File: src/rtl/ram_arb_pkg.sv
// Shared definitions for the RAM address arbiter: state encoding, default sizes
// and the legal requester-count check.
package ram_arb_pkg;

  typedef enum logic {
    ST_IDLE  = 1'b0,
    ST_OWNED = 1'b1
  } state_e;

  localparam int ADDR_W_DEF  = 16;
  localparam int NUM_SRC_MIN = 2;
  localparam int NUM_SRC_MAX = 16;

  function automatic bit numSrcOk(input int n);
    return (n >= NUM_SRC_MIN) && (n <= NUM_SRC_MAX);
  endfunction

endpackage

File: src/rtl/ram_address_arbiter_rr_pick.sv
// Combinational rotating-priority encoder: picks the first set Req bit at or
// after Ptr (wrapping) and returns it one-hot; Ptr=0 gives plain lowest-index priority.
module rr_pick #(
  parameter int N     = 4,
  parameter int PTR_W = $clog2(N)
) (
  input  logic [N-1:0]     Req,
  input  logic [PTR_W-1:0] Ptr,
  output logic [N-1:0]     Win,
  output logic             Any
);

  logic [N-1:0] reqRot;
  logic [N-1:0] winRot;

  // Rotate so Ptr lands on bit 0, isolate the lowest set bit, rotate back.
  always_comb begin
    reqRot = N'({Req, Req} >> Ptr);
    winRot = reqRot & (~reqRot + N'(1));
    Win    = N'(({winRot, winRot} << Ptr) >> N);
    Any    = |Req;
  end

endmodule

File: src/rtl/ram_address_arbiter.sv
// Registered request/grant arbiter driving the shared feature/weight RAM port.
// Define RAM_ARB_ROUND_ROBIN_EN for rotating priority; otherwise lowest index wins.
module ram_address_arbiter
  import ram_arb_pkg::*;
#(
  parameter int ADDR_W  = ADDR_W_DEF,
  parameter int NUM_SRC = 4
) (
  input  logic                      Clk,
  input  logic                      RstN,
  input  logic [NUM_SRC-1:0]        Req,
  input  logic [NUM_SRC-1:0]        Lock,
  input  logic [NUM_SRC*ADDR_W-1:0] AddrIn,
  input  logic [NUM_SRC-1:0]        WeIn,
  output logic [NUM_SRC-1:0]        Gnt,
  output logic [ADDR_W-1:0]         AddressToRAM,
  output logic                      WeToRAM,
  output logic                      RamValid,
  output logic                      Idle
);

  localparam int PTR_W = $clog2(NUM_SRC);

  if (!numSrcOk(NUM_SRC)) begin : gBadNumSrc
    $error("ram_address_arbiter: NUM_SRC=%0d outside legal range %0d..%0d",
           NUM_SRC, NUM_SRC_MIN, NUM_SRC_MAX);
  end

  state_e               state_q, state_d;
  logic [NUM_SRC-1:0]   gnt_q, gnt_d;
  logic [ADDR_W-1:0]    addr_q, addr_d;
  logic                 we_q, we_d;
  logic [PTR_W-1:0]     ptr;
  logic [NUM_SRC-1:0]   win;
  logic                 any;
  logic                 ownerHold;

  rr_pick #(
    .N     (NUM_SRC),
    .PTR_W (PTR_W)
  ) uPick (
    .Req (Req),
    .Ptr (ptr),
    .Win (win),
    .Any (any)
  );

`ifdef RAM_ARB_ROUND_ROBIN_EN
  localparam logic [PTR_W-1:0] PTR_LAST = PTR_W'(NUM_SRC - 1);

  logic [PTR_W-1:0] ptr_q, ptr_d;
  logic [PTR_W-1:0] winIdx;
  logic [PTR_W-1:0] ptrNext;

  always_comb begin
    winIdx = '0;
    for (int i = 0; i < NUM_SRC; i++) begin
      if (win[i]) winIdx = PTR_W'(i);
    end
    ptrNext = (winIdx == PTR_LAST) ? '0 : winIdx + PTR_W'(1);
  end

  assign ptr = ptr_q;
`else
  assign ptr = '0;
`endif

  // An owner holding both Req and Lock skips arbitration entirely.
  assign ownerHold = |(gnt_q & Req & Lock);

  always_comb begin
    state_d = state_q;
    gnt_d   = gnt_q;
`ifdef RAM_ARB_ROUND_ROBIN_EN
    ptr_d   = ptr_q;
`endif
    if (state_q == ST_IDLE) begin
      if (any) begin
        state_d = ST_OWNED;
        gnt_d   = win;
`ifdef RAM_ARB_ROUND_ROBIN_EN
        ptr_d   = ptrNext;
`endif
      end else begin
        gnt_d = '0;
      end
    end else begin
      if (ownerHold) begin
        gnt_d = gnt_q;
      end else if (any) begin
        gnt_d = win;
`ifdef RAM_ARB_ROUND_ROBIN_EN
        ptr_d = ptrNext;
`endif
      end else begin
        state_d = ST_IDLE;
        gnt_d   = '0;
      end
    end
  end

  // Muxing on the next grant keeps address and grant aligned on a switch.
  always_comb begin
    addr_d = '0;
    we_d   = 1'b0;
    for (int i = 0; i < NUM_SRC; i++) begin
      if (gnt_d[i]) begin
        addr_d = addr_d | AddrIn[i*ADDR_W +: ADDR_W];
        we_d   = we_d | WeIn[i];
      end
    end
  end

  always_ff @(posedge Clk or negedge RstN) begin
    if (!RstN) begin
      state_q <= ST_IDLE;
      gnt_q   <= '0;
      addr_q  <= '0;
      we_q    <= 1'b0;
    end else begin
      state_q <= state_d;
      gnt_q   <= gnt_d;
      addr_q  <= addr_d;
      we_q    <= we_d;
    end
  end

`ifdef RAM_ARB_ROUND_ROBIN_EN
  always_ff @(posedge Clk or negedge RstN) begin
    if (!RstN) ptr_q <= '0;
    else       ptr_q <= ptr_d;
  end
`endif

  assign Gnt          = gnt_q;
  assign AddressToRAM = addr_q;
  assign WeToRAM      = we_q;
  assign RamValid     = |gnt_q;
  assign Idle         = (state_q == ST_IDLE);

endmodule

File: config.mk
export PLATFORM = sky130hd
export DESIGN_NAME = ram_address_arbiter
export DESIGN_NICKNAME = d
export VERILOG_FILES = /design/src/rtl/ram_arb_pkg.sv /design/src/rtl/ram_address_arbiter_rr_pick.sv /design/src/rtl/ram_address_arbiter.sv
export SDC_FILE = /design/constraint.sdc
export NUM_CORES = 1
export LEC_CHECK = 0
export BUFFER_PORTS_ARGS = -buffer_cell sky130_fd_sc_hd__buf_2
export CORE_MARGIN = 5
export CORE_UTILIZATION = 40
export CTS_CLUSTER_DIAMETER = 120
export DETAILED_ROUTE_END_ITERATION = 16
export PLACE_DENSITY = 0.72
export SYNTH_ARGS = -nofsm -noshare
export SYNTH_HDL_FRONTEND = slang
export SYNTH_SLANG_ARGS = --single-unit
File: constraint.sdc
create_clock -name Clk -period 2.4 [get_ports Clk]
set_input_delay 0 -clock Clk [delete_from_list [all_inputs] [get_ports Clk]]
set_output_delay 0 -clock Clk [all_outputs]
set_load 0.005 [all_outputs]
==> qor_table.md <==
| Metric | Reported |
|---|---|
| Run status | complete, no violations |
| Int Pwr | 0.723 mW |
| Power per cell area | 412 nW/um2 |
| CP endpoint kind | register |
| Synth top area share | 27.9% |
| Distinct cell type count of the synthesized netlist | 21 |
| VDD IR max | 0.000179 V |
| Total clock sinks | 22 |
| Critical-path maximum fanout | 10 |
| Most used flip-flop cell after synthesis | sky130_fd_sc_hd__dfrtp_1 |
| Largest net degree at the start of global routing | 31 |
| Number of fill cells | 492 |
| Dominant cell by count in the synthesized netlist | sky130_fd_sc_hd__nand2_1 |
| Share of synthesized cell area in full adder, half adder and majority cells | 0% |
| Relative slew slack | 44.3% |
| CTS Hold Buffers Added | 1 |
| Drt pass-1 iters | 5 |
| Syn. warnings | 0 |
| Final setup margin | 0.329 ns |
| Cell area after technology mapping | 1970 um2 |
| Number of register bits inferred by synthesis | 22 |
| Worst path required time | 2.55 ns |
| Clock tree from TritonCTS | built |
| Via/cell ratio | 5.14 |
| Share of post-route cells with drive strength above 1 | 34.5% |
| Fraction of power consumed by the clock network | 23.2% |
| Final wirelength | 6190 um |
| Area enclosed by the die boundary | 6430 um2 |
| Slew at the pin closest to its max-slew limit | 0.833 ns |
| Number of setup violations in the final report | 0 |
| Worst slack after detailed placement | 0.330 ns |
| Initial core utilization | 41.5% |
| Combinational family with the most area after synthesis | simple AND/OR/NAND/NOR gates |
| Total clock buffers created by CTS | 3 |
| Main area contributors after synthesis | sky130_fd_sc_hd__dfrtp_1 28%, sky130_fd_sc_hd__mux2i_1 26%, sky130_fd_sc_hd__nand2_1 14% |
| Share of total power in combinational logic | 37.2% |
| Via count | 2134 |
| Tcrit/Tclk final | 86.3% |
| Final-report max-slew violation count | 0 |
| Root buffer cell | sky130_fd_sc_hd__clkbuf_8 |
| Cells resized by post-CTS repair | 0 |
| H-Tree Depth | 1 |
| Synth Area in Compound Gates | 1.33% |
| I/O pin cnt | 101 |
| Horizontal extent of the die | 80.2 um |
| Critical path data arrival time | 2.22 ns |
| Insertion delay to the later sink of the worst-skew pair | 0.27 ns |
| Initial DRC count | 111 |
| Post-Synth Simple-Gate Area | 37.4% |
| Nets in the synthesized netlist | 330 |
| Achievable Freq | 0.483 GHz |
| Routability cong. | 0.843 |
| Number of buffers between clock root and the deepest sink | 2 |
| Unrepaired setup endpoints after global routing | no |
| Number of global-route vias before repair | 2032 |
| Number of endpoints with negative hold slack in the final report | 0 |
| Nets | 428 |
| Remaining number of nets flagged by the antenna check after routing | 0 |
| Synthesized instance count | 252 |
| Std cell rows | 25 |
| Largest area contributor in the netlist | sky130_fd_sc_hd__dfrtp_1 |
| Count of flip-flops with a built-in enable after synthesis | 0 |
| Number of inserted diodes | 0 |
| Final Total Pwr | 1.08 mW |
| Switching power as a share of total power | 33.1% |
| WHS | 0.0266 ns |
| Cell leakage power | 1.22 nW |
| Placeable core region | 4750 um2 |
| Crit path launch type | register |
| Mean cell area of the mapped netlist | 7.82 um2 |
| Max-cap violations | 0 |
| Number of input and output port buffers inserted | 100 |
| Switching pwr | 0.358 mW |
| Global-route wire length before repair | 9450 um |
| Register clock-pin slew on the reported worst setup and hold paths | 0.08 ns |
| Die height | 80.2 um |
| XOR/XNOR share of the synthesized area | 0% |
| Remaining routing DRC violations | 0 |
| Total global-route track usage | 19.0% |
| Share of cell area taken by muxes after synthesis | 27.2% |
| Shortest period the worst path allows | 2.07 ns |
| Detailed-placement wirelength estimate | 4680 um |
| Final-layout setup total negative slack | 0 ns |
| Synth-to-Final Area Change | 33.0% |
| Routed len/inst | 14.9 um |
| Sequential Power Share | 39.6% |
| Global-route congestion overflow total | 0 |
| Post-CTS setup buffers | 0 |
| Antenna violations before repair | 0 |
| Worst min-delay path category | in -> reg |
| Ranking of synthesized cells by instance count | 72 x sky130_fd_sc_hd__nand2_1, 51 x sky130_fd_sc_hd__mux2i_1, 35 x sky130_fd_sc_hd__nand3_1, 22 x sky130_fd_sc_hd__dfrtp_1 |
| Clock Skew | 0.00247 ns |
| Critical setup path kind | reg -> reg |
| FFs w/ async S/R, synth | 100% |
| Sequential area share after synthesis | 27.9% |
[routing by layer]
metal  global-route usage, %  share of wire (%)  vias up
li1                        -                  -     1060
met1                    23.1                 39      971
met2                    32.8                 52       89
met3                    3.03                7.5       14
met4                    8.28                2.0        0
met5                       0                  0        -
[cell usage in the layout, fill, tap and decap left out]
master,n
sky130_fd_sc_hd__nand2_1,72
sky130_fd_sc_hd__nor2b_1,18
sky130_fd_sc_hd__nor2_1,1
sky130_fd_sc_hd__or4_1,18
sky130_fd_sc_hd__buf_12,2
sky130_fd_sc_hd__nand2b_1,1
sky130_fd_sc_hd__dlygate4sd3_1,1
sky130_fd_sc_hd__clkbuf_8,3
sky130_fd_sc_hd__nor3_2,1
sky130_fd_sc_hd__mux2i_2,1
sky130_fd_sc_hd__buf_2,100
sky130_fd_sc_hd__dfrtp_1,22
sky130_fd_sc_hd__buf_4,11
sky130_fd_sc_hd__o21ai_0,2
sky130_fd_sc_hd__and3_1,3
sky130_fd_sc_hd__a21oi_4,1
sky130_fd_sc_hd__mux2_2,1
sky130_fd_sc_hd__nand3_1,35
sky130_fd_sc_hd__nor3_1,1
sky130_fd_sc_hd__inv_1,2
sky130_fd_sc_hd__mux2i_1,51
sky130_fd_sc_hd__o31ai_1,1
[worst max-delay path, cell delays in order (launching register included)]
cell                      delay [ns]
sky130_fd_sc_hd__dfrtp_1        0.39
sky130_fd_sc_hd__and3_1         0.16
sky130_fd_sc_hd__o31ai_1        0.32
sky130_fd_sc_hd__mux2i_2        0.30
sky130_fd_sc_hd__buf_4          0.23
sky130_fd_sc_hd__nor2b_1        0.06
sky130_fd_sc_hd__or4_1          0.48
[cell type report]
class	count	area, um2	area share [%]
tap	67	83.8	3.20
sequential	22	551	21.0
timing repair buffer	114	633	24.1
inverter	2	7.51	0.286
clock buffer	3	41.3	1.57
multi-input combinational	207	1310	49.8
[power by group through the flow]
stage	logic, mW	registers, mW	clock network, mW
floorplan	0.214	0.442	0
global route	0.440	0.433	0.262
global placement	0.396	0.435	0
CTS	0.405	0.429	0.253
detailed placement	0.404	0.436	0
finish	0.402	0.428	0.250
[worst paths after layout]
path	from	end	slack, ns	cells past startpoint
min in group asynchronous	RstN	AddressToRAM[13]$_DFF_PN0_	0.23	2
max	Gnt[2]$_DFF_PN0_	AddressToRAM[9]$_DFF_PN0_	0.33	6
max reg2reg	Gnt[2]$_DFF_PN0_	AddressToRAM[9]$_DFF_PN0_	0.33	6
min reg2reg	Gnt[0]$_DFF_PN0_	Gnt[0]$_DFF_PN0_	0.64	2
max in group asynchronous	RstN	AddressToRAM[8]$_DFF_PN0_	1.82	2
min	AddrIn[13]	AddressToRAM[13]$_DFF_PN0_	0.03	3
[cell families (layout without fill, tap and decap cells)]
| group | Yosys count | count (layout) |
|---|---|---|
| flip-flops | 22 | 22 |
| AO/OA/AOI/OAI | 4 | 4 |
| multiplexers | 53 | 53 |
| buffers and inverters | 23 | 119 |
| AND/OR/NAND/NOR | 150 | 150 |
[per-stage QoR]
step                      instances  cell area, um2  utilization, %
after floorplan                 252            1970               -
after global placement          411            2570            54.1
after detailed placement        411            2570            54.1
after CTS                       415            2620            55.2
after global routing            415            2620            55.2
final                           415            2620            55.2
[flip-flops by register name, summed over array words and instances (netlist names)]
name / cells
AddressToRAM: 16
WeToRAM: 1
state_q: 1
Gnt: 4
No activity file was read; power rests on OpenSTA's default activity.
